===== config.mk =====
export PLATFORM = sky130hd
export DESIGN_NAME = chdr_pkt_arbiter
export DESIGN_NICKNAME = d
export VERILOG_FILES = /design/src/rtl/chdr_arb_pkg.sv /design/src/rtl/chdr_arb_out_reg.sv /design/src/rtl/chdr_pkt_arbiter.sv
export SDC_FILE = /design/constraint.sdc
export NUM_CORES = 1
export LEC_CHECK = 0
export ABC_AREA = 1
export BUFFER_PORTS_ARGS = -buffer_cell sky130_fd_sc_hd__buf_2
export CORE_ASPECT_RATIO = 0.7
export CORE_UTILIZATION = 30
export DETAILED_ROUTE_END_ITERATION = 8
export HOLD_SLACK_MARGIN = 0.1
export SYNTH_ARGS = -nofsm -noshare
export SYNTH_HDL_FRONTEND = slang
export SYNTH_SLANG_ARGS = --single-unit

===== constraint.sdc =====
create_clock -name clk -period 14.45 [get_ports clk]
set_clock_uncertainty 0.05 [all_clocks]
set_input_delay 1.445 -clock clk [delete_from_list [all_inputs] [get_ports clk]]
set_output_delay 1.445 -clock clk [all_outputs]
set_load 0.01 [all_outputs]

===== src/rtl/chdr_arb_pkg.sv =====
// rtl/chdr_arb_pkg.sv - shared types, header field positions and helpers for the CHDR packet arbiter
package chdr_arb_pkg;

    typedef enum logic [1:0] {
        DATA = 2'd0,
        FC   = 2'd1,
        CMD  = 2'd2,
        RESP = 2'd3
    } pkt_type_e;

    typedef enum logic {
        IDLE = 1'b0,
        PASS = 1'b1
    } state_e;

    localparam int PKT_TYPE_MSB = 63;
    localparam int HAS_TIME_BIT = 61;
    localparam int LEN_MSB      = 47;
    localparam int LEN_LSB      = 32;

    // Header length is in bytes; a trailing partial word still occupies a full word.
    function automatic logic [15:0] ceil_words(input logic [15:0] length);
        logic [16:0] sum;
        sum = {1'b0, length} + 17'd7;
        return 16'(sum >> 3);
    endfunction

endpackage


===== src/rtl/chdr_arb_out_reg.sv =====
// rtl/chdr_arb_out_reg.sv - two-entry skid buffer; ready toward the arbiter is purely registered
module chdr_arb_out_reg #(
    parameter int DW = 67
) (
    input  logic          clk,
    input  logic          reset,
    input  logic [DW-1:0] in_tdata_i,
    input  logic          in_tvalid_i,
    output logic          in_tready_o,
    output logic [DW-1:0] out_tdata_o,
    output logic          out_tvalid_o,
    input  logic          out_tready_i
);

    logic [DW-1:0] main_q, main_d, skid_q, skid_d;
    logic          main_v_q, main_v_d, skid_v_q, skid_v_d;
    logic          in_fire;

    assign in_tready_o  = ~skid_v_q;
    assign in_fire      = in_tvalid_i & ~skid_v_q;
    assign out_tdata_o  = main_q;
    assign out_tvalid_o = main_v_q;

    always_comb begin
        main_d   = main_q;
        main_v_d = main_v_q;
        skid_d   = skid_q;
        skid_v_d = skid_v_q;
        if (!main_v_q || out_tready_i) begin
            if (skid_v_q) begin
                main_d   = skid_q;
                main_v_d = 1'b1;
                skid_v_d = 1'b0;
            end else begin
                main_v_d = in_fire;
                if (in_fire) main_d = in_tdata_i;
            end
        end else if (in_fire) begin
            // Output stalled: park the word so the input side keeps streaming for one more beat.
            skid_d   = in_tdata_i;
            skid_v_d = 1'b1;
        end
    end

    always_ff @(posedge clk or posedge reset) begin
        if (reset) begin
            main_q   <= '0;
            main_v_q <= 1'b0;
            skid_q   <= '0;
            skid_v_q <= 1'b0;
        end else begin
            main_q   <= main_d;
            main_v_q <= main_v_d;
            skid_q   <= skid_d;
            skid_v_q <= skid_v_d;
        end
    end

endmodule


===== src/rtl/chdr_pkt_arbiter.sv =====
// rtl/chdr_pkt_arbiter.sv - packet-locked round-robin CHDR arbiter with control-class priority and length check
module chdr_pkt_arbiter
    import chdr_arb_pkg::*;
#(
    parameter int NUM_INPUTS = 4,
    parameter int WIDTH      = 64,
    parameter int PRIO_CTRL  = 1
) (
    input  logic                          clk,
    input  logic                          reset,
    input  logic [NUM_INPUTS*WIDTH-1:0]   i_tdata,
    input  logic [NUM_INPUTS-1:0]         i_tlast,
    input  logic [NUM_INPUTS-1:0]         i_tvalid,
    output logic [NUM_INPUTS-1:0]         i_tready,
    output logic [WIDTH-1:0]              o_tdata,
    output logic                          o_tlast,
    output logic                          o_tvalid,
    input  logic                          o_tready,
    output logic [$clog2(NUM_INPUTS)-1:0] o_src,
    output logic                          busy,
    output logic                          len_err
);

    localparam int SW = $clog2(NUM_INPUTS);
    localparam int PW = WIDTH + SW + 1;

    state_e                  state_q, state_d;
    logic [SW-1:0]           grant_q, grant_d, rr_q, rr_d, enc, win;
    logic [SW:0]             win_sum, win_wrap;
    logic [15:0]             cnt_q, cnt_d, len_q, len_d, cnt_inc, len_cur;
    logic                    len_err_q, len_err_d;
    logic [NUM_INPUTS-1:0]   ctrl, cand, rot;
    logic [2*NUM_INPUTS-1:0] dbl;
    logic [WIDTH-1:0]        g_tdata;
    logic                    g_tvalid, g_tlast, sk_ready, xfer;
    pkt_type_e               ptype;

    // Rotate candidates so rr_q sits at bit 0, take the lowest set bit, rotate the index back.
    always_comb begin
        ctrl = '0;
        ptype = DATA;
        for (int k = 0; k < NUM_INPUTS; k++) begin
            ptype   = pkt_type_e'(i_tdata[WIDTH*k+PKT_TYPE_MSB -: 2]);
            ctrl[k] = (ptype == CMD) || (ptype == RESP);
        end
        cand = i_tvalid;
        if (PRIO_CTRL != 0 && |(i_tvalid & ctrl)) cand = i_tvalid & ctrl;
        dbl = {cand, cand} >> rr_q;
        rot = dbl[NUM_INPUTS-1:0];
        enc = '0;
        for (int i = NUM_INPUTS-1; i >= 0; i--) begin
            if (rot[i]) enc = SW'(i);
        end
        win_sum  = {1'b0, rr_q} + {1'b0, enc};
        win_wrap = win_sum - (SW+1)'(NUM_INPUTS);
        win      = (win_sum >= (SW+1)'(NUM_INPUTS)) ? win_wrap[SW-1:0] : win_sum[SW-1:0];
    end

    assign g_tdata  = i_tdata[WIDTH*grant_q +: WIDTH];
    assign g_tvalid = i_tvalid[grant_q];
    assign g_tlast  = i_tlast[grant_q];
    assign xfer     = (state_q == PASS) && g_tvalid && sk_ready;
    assign cnt_inc  = (cnt_q == 16'hFFFF) ? cnt_q : cnt_q + 16'd1;
    assign len_cur  = (cnt_q == 16'd0) ? g_tdata[LEN_MSB:LEN_LSB] : len_q;

    always_ff @(posedge clk or posedge reset) begin
        if (reset) state_q <= IDLE;
        else       state_q <= state_d;
    end

    always_comb begin
        state_d = state_q;
        case (state_q)
            IDLE:    if (|cand) state_d = PASS;
            PASS:    if (xfer && g_tlast) state_d = IDLE;
            default: state_d = IDLE;
        endcase
    end

    always_comb begin
        i_tready = '0;
        busy     = (state_q == PASS);
        if (state_q == PASS) i_tready[grant_q] = sk_ready;
    end

    always_comb begin
        grant_d   = grant_q;
        rr_d      = rr_q;
        cnt_d     = cnt_q;
        len_d     = len_q;
        len_err_d = 1'b0;
        if (state_q == IDLE && |cand) grant_d = win;
        if (xfer) begin
            if (cnt_q == 16'd0) len_d = g_tdata[LEN_MSB:LEN_LSB];
            if (g_tlast) begin
                cnt_d     = '0;
                rr_d      = (grant_q == SW'(NUM_INPUTS-1)) ? '0 : grant_q + SW'(1);
                len_err_d = (cnt_inc != ceil_words(len_cur));
            end else begin
                cnt_d = cnt_inc;
            end
        end
    end

    always_ff @(posedge clk or posedge reset) begin
        if (reset) begin
            grant_q   <= '0;
            rr_q      <= '0;
            cnt_q     <= '0;
            len_q     <= '0;
            len_err_q <= 1'b0;
        end else begin
            grant_q   <= grant_d;
            rr_q      <= rr_d;
            cnt_q     <= cnt_d;
            len_q     <= len_d;
            len_err_q <= len_err_d;
        end
    end

    assign len_err = len_err_q;

    chdr_arb_out_reg #(.DW(PW)) u_out_reg (
        .clk          (clk),
        .reset        (reset),
        .in_tdata_i   ({g_tlast, grant_q, g_tdata}),
        .in_tvalid_i  ((state_q == PASS) && g_tvalid),
        .in_tready_o  (sk_ready),
        .out_tdata_o  ({o_tlast, o_src, o_tdata}),
        .out_tvalid_o (o_tvalid),
        .out_tready_i (o_tready)
    );

endmodule


==> run metrics <==
Post-Synth Adder-Cell Area 0.813%; area growth from synthesis to layout 23.4%; critical setup path kind flop to flop; largest net degree at the start of global routing 103; final layout net count 2154; synthesis warning total 0; switching power as a share of total power 51.6%; total number of vias 11500; Required @ worst endpoint 14.69 ns; number of buffers on the longest clock path 2; largest family of logic cells by synthesized area simple AND/OR/NAND/NOR gates; cell taking the most area after synthesis sky130_fd_sc_hd__dfrtp_1; Power Internal 1.54 mW; RD Place Congestion 0.881; multiplexer share of the synthesized area 0%; overall die area 36700 um^2; Netlist cell types 36; net count after synthesis 1878; share of power burned in the clock network 14.1%; clock transition time at the flip-flop clock pins of the worst setup and hold paths 0.07 ns; largest fanout on the critical path 67; routed len/inst 16.0 um; net switching power figure 1.64 mW; row count 57; diode count 0; power per cell area 240 nW/um^2; later-pin clock latency in the skew report 0.46 ns; kind of end point of the critical path flop; FF-to-FF Start grant_q[0]; Max Transition Viols Final 0; async set-or-reset flop fraction in the synthesized netlist 100%; setup repair after global routing missed its margin no; width of the chip 229 um; total iterations of the first detailed-routing run 5; crit start category flop; total congestion overflow after global routing 0; XOR/XNOR Fraction of Synth Area 0.894%; total setup buffers inserted after CTS 0; die height 161 um; Fmax achieved 0.206 GHz; share of the yosys chip area belonging to registers 40.4%; via density per instance 4.88; Final ANT Viol Nets 0; synthesized netlist cell count 1604; fraction of layout instances using a drive strength above 1 23.2%; Setup Viol. Count Final 0; Slew @ Worst Pin 0.953 ns; part of the power in registers 26.7%; depth of the most critical reg-to-reg path 15; first-pass GRT wire length 59100 um; aggregate routed wire length 37800 um; top cells by area, synth sky130_fd_sc_hd__dfrtp_1 40%, sky130_fd_sc_hd__nand2_1 19%, sky130_fd_sc_hd__o21ai_0 7.7%; headroom to the max-slew limit 36.5%; effective utilization at floorplan 30.8%; static power due to leakage 6.78 nW; hold worst-path end u_out_reg.skid_q[31]; TritonCTS clock tree built; capture instance of the worst register-to-register path u_out_reg.skid_q[43]; total global routing track utilization 20.5%; # resized after CTS 0; run status finished clean; FF+latch count, synth 174; HP Class flop to flop; internal reg-to-reg setup slack 9.60 ns; final-layout setup total negative slack 0 ns; mapped cell area 10800 um^2; placeable core region 35000 um^2; number of enable-type register cells in the synthesized netlist 0; CTS Sinks 174; ports placed on the boundary 341; number of hold-slack violations in the final timing report 0; number of buffers created by CTS 17; simple-gate share of the synthesized area 34.3%; top post-synthesis cells by count 559 x sky130_fd_sc_hd__nand2_1, 218 x sky130_fd_sc_hd__nor2_1, 174 x sky130_fd_sc_hd__dfrtp_1; power after layout 3.19 mW; H-tree levels 4; period utilisation layout 33.6%; area fraction in compound gates after synthesis 16.1%; fillcell total 3782; number of remaining DRC errors 0; maximum ir drop on the vdd rail 0.000111 V; number of antenna violations at the first check in global routing 0; crit path DAT 5.09 ns; number of hold buffers added after CTS 0; share of the synthesized area in the top cell type 40.4%; Clock Tree Root sky130_fd_sc_hd__clkbuf_16; part of the total power dissipated in combinational logic 59.3%; detailed router's first-iteration violation count 894; worst hold start u_out_reg.skid_q[31]; library cell with the highest instance count after synthesis sky130_fd_sc_hd__nand2_1; Buffers on Ports 340; max cap viols 0; dominant synthesized flop cell sky130_fd_sc_hd__dfrtp_1; syn_area_per_cell 6.72 um^2; Hold Path Depth 2; final critical delay including setup and external delays 4.85 ns; via count of the first global-routing pass 10500; half-perimeter wire length after detailed placement 27200 um
[worst max path at each step]
stage	from	to	slack (ns)
floorplan	reset	busy	8.24
global placement	grant_q[0]	u_out_reg.skid_q[40]	9.74
detailed placement	grant_q[0]	u_out_reg.skid_q[39]	9.64
CTS	grant_q[0]	u_out_reg.skid_q[43]	9.62
global route	grant_q[0]	u_out_reg.skid_q[43]	9.18
finish	grant_q[0]	u_out_reg.skid_q[43]	9.60
[metal layers]
| layer | GRT usage (%) | up-vias | share of wire [%] |
|---|---|---|---|
| met5 | 0 | - | 0 |
| met1 | 30.0 | 5364 | 49 |
| met3 | 4.00 | 45 | 6.3 |
| li1 | - | 5753 | - |
| met2 | 30.2 | 375 | 43 |
| met4 | 6.65 | 0 | 2.1 |
[layout make-up]
| class | count | area [um^2] | share of cell area [%] |
|---|---|---|---|
| clock buffers | 22 | 464 | 3.49 |
| inverters | 98 | 380 | 2.86 |
| multi-input cells | 1236 | 5620 | 42.2 |
| repair buffers | 353 | 1800 | 13.5 |
| flip-flops and latches | 174 | 4360 | 32.8 |
| clock inverters | 10 | 90.1 | 0.677 |
| well taps | 472 | 591 | 4.44 |
[cell usage in the layout (no fill, tap or decap), types with 2 or more instances in the layout]
cell type,count
sky130_fd_sc_hd__nor2_2,8
sky130_fd_sc_hd__or2_2,3
sky130_fd_sc_hd__o21ai_0,166
sky130_fd_sc_hd__clkinv_2,4
sky130_fd_sc_hd__a21oi_1,9
sky130_fd_sc_hd__inv_4,2
sky130_fd_sc_hd__clkinvlp_4,3
sky130_fd_sc_hd__nand4_1,4
sky130_fd_sc_hd__ha_1,7
sky130_fd_sc_hd__o211ai_1,3
sky130_fd_sc_hd__xor2_1,11
sky130_fd_sc_hd__inv_1,82
sky130_fd_sc_hd__nor3_1,3
sky130_fd_sc_hd__inv_2,11
sky130_fd_sc_hd__a31oi_1,62
sky130_fd_sc_hd__nand2_1,559
sky130_fd_sc_hd__clkbuf_16,17
sky130_fd_sc_hd__clkbuf_1,3
sky130_fd_sc_hd__or2_1,2
sky130_fd_sc_hd__clkbuf_8,2
sky130_fd_sc_hd__nand3b_1,2
sky130_fd_sc_hd__buf_2,340
sky130_fd_sc_hd__clkinv_1,2
sky130_fd_sc_hd__nand2_2,15
sky130_fd_sc_hd__dfrtp_2,2
sky130_fd_sc_hd__a21boi_0,2
sky130_fd_sc_hd__o22ai_1,58
sky130_fd_sc_hd__o21ai_1,7
sky130_fd_sc_hd__nor2_1,217
sky130_fd_sc_hd__dfrtp_1,171
sky130_fd_sc_hd__buf_4,13
sky130_fd_sc_hd__nor2_4,8
sky130_fd_sc_hd__clkinv_4,2
sky130_fd_sc_hd__nand2_4,3
sky130_fd_sc_hd__nand3_1,82
[per-stage QoR]
step | cells | instance area (um^2) | hold slack, ns | setup slack (ns) | utilization, %
2_1_floorplan | 1604 | 10800 | 0.392 | 8.24 | -
3_3_place_gp | 2333 | 12700 | 0.406 | 9.74 | 36.4
3_5_place_dp | 2333 | 12700 | 0.408 | 9.64 | 36.4
4_1_cts | 2365 | 13300 | 0.425 | 9.62 | 38.0
5_1_grt | 2365 | 13300 | 0.441 | 9.18 | 38.0
6_report | 2365 | 13300 | 0.421 | 9.60 | 38.0
[power by group through the flow]
stage	Combinational (mW)	Clock [mW]	Sequential [mW]
3_5_place_dp	1.88	0	0.856
6_report	1.89	0.448	0.850
5_1_grt	2.14	0.478	0.878
4_1_cts	1.89	0.459	0.850
2_1_floorplan	1.31	0	0.865
3_3_place_gp	1.86	0	0.854
[critical path, cell delays in order, from the launching register on]
cell	delay, ns
sky130_fd_sc_hd__dfrtp_4	0.73
sky130_fd_sc_hd__buf_4	0.62
sky130_fd_sc_hd__inv_4	0.38
sky130_fd_sc_hd__a21oi_1	0.22
sky130_fd_sc_hd__o21ai_1	0.08
sky130_fd_sc_hd__nand2_1	0.11
sky130_fd_sc_hd__nand2_1	0.12
sky130_fd_sc_hd__nor2_2	0.11
sky130_fd_sc_hd__buf_4	0.39
sky130_fd_sc_hd__inv_2	0.24
sky130_fd_sc_hd__nor2_4	0.12
sky130_fd_sc_hd__buf_4	0.51
sky130_fd_sc_hd__inv_2	0.25
sky130_fd_sc_hd__buf_4	0.38
sky130_fd_sc_hd__nand2_1	0.15
sky130_fd_sc_hd__o21ai_0	0.08
[sequential cells by signal, summed over array words and instances, names as in the netlist]
name                    flops
u_out_reg.out_tdata_o      67
u_out_reg.skid_q           67
cnt_q                      16
len_q                      16
grant_q                     2
rr_q                        2
busy                        1
len_err                     1
u_out_reg.out_tvalid_o      1
u_out_reg.skid_v_q          1
[logic make-up after synthesis]
family | after synthesis
and+or+nand+nor | 908
xor gates and xnor gates | 11
AOI/OAI and AO/OA | 310
DFF | 174
buffers and inverters | 194
adders and majority gates | 7
Power figures use the tool's default switching activity.
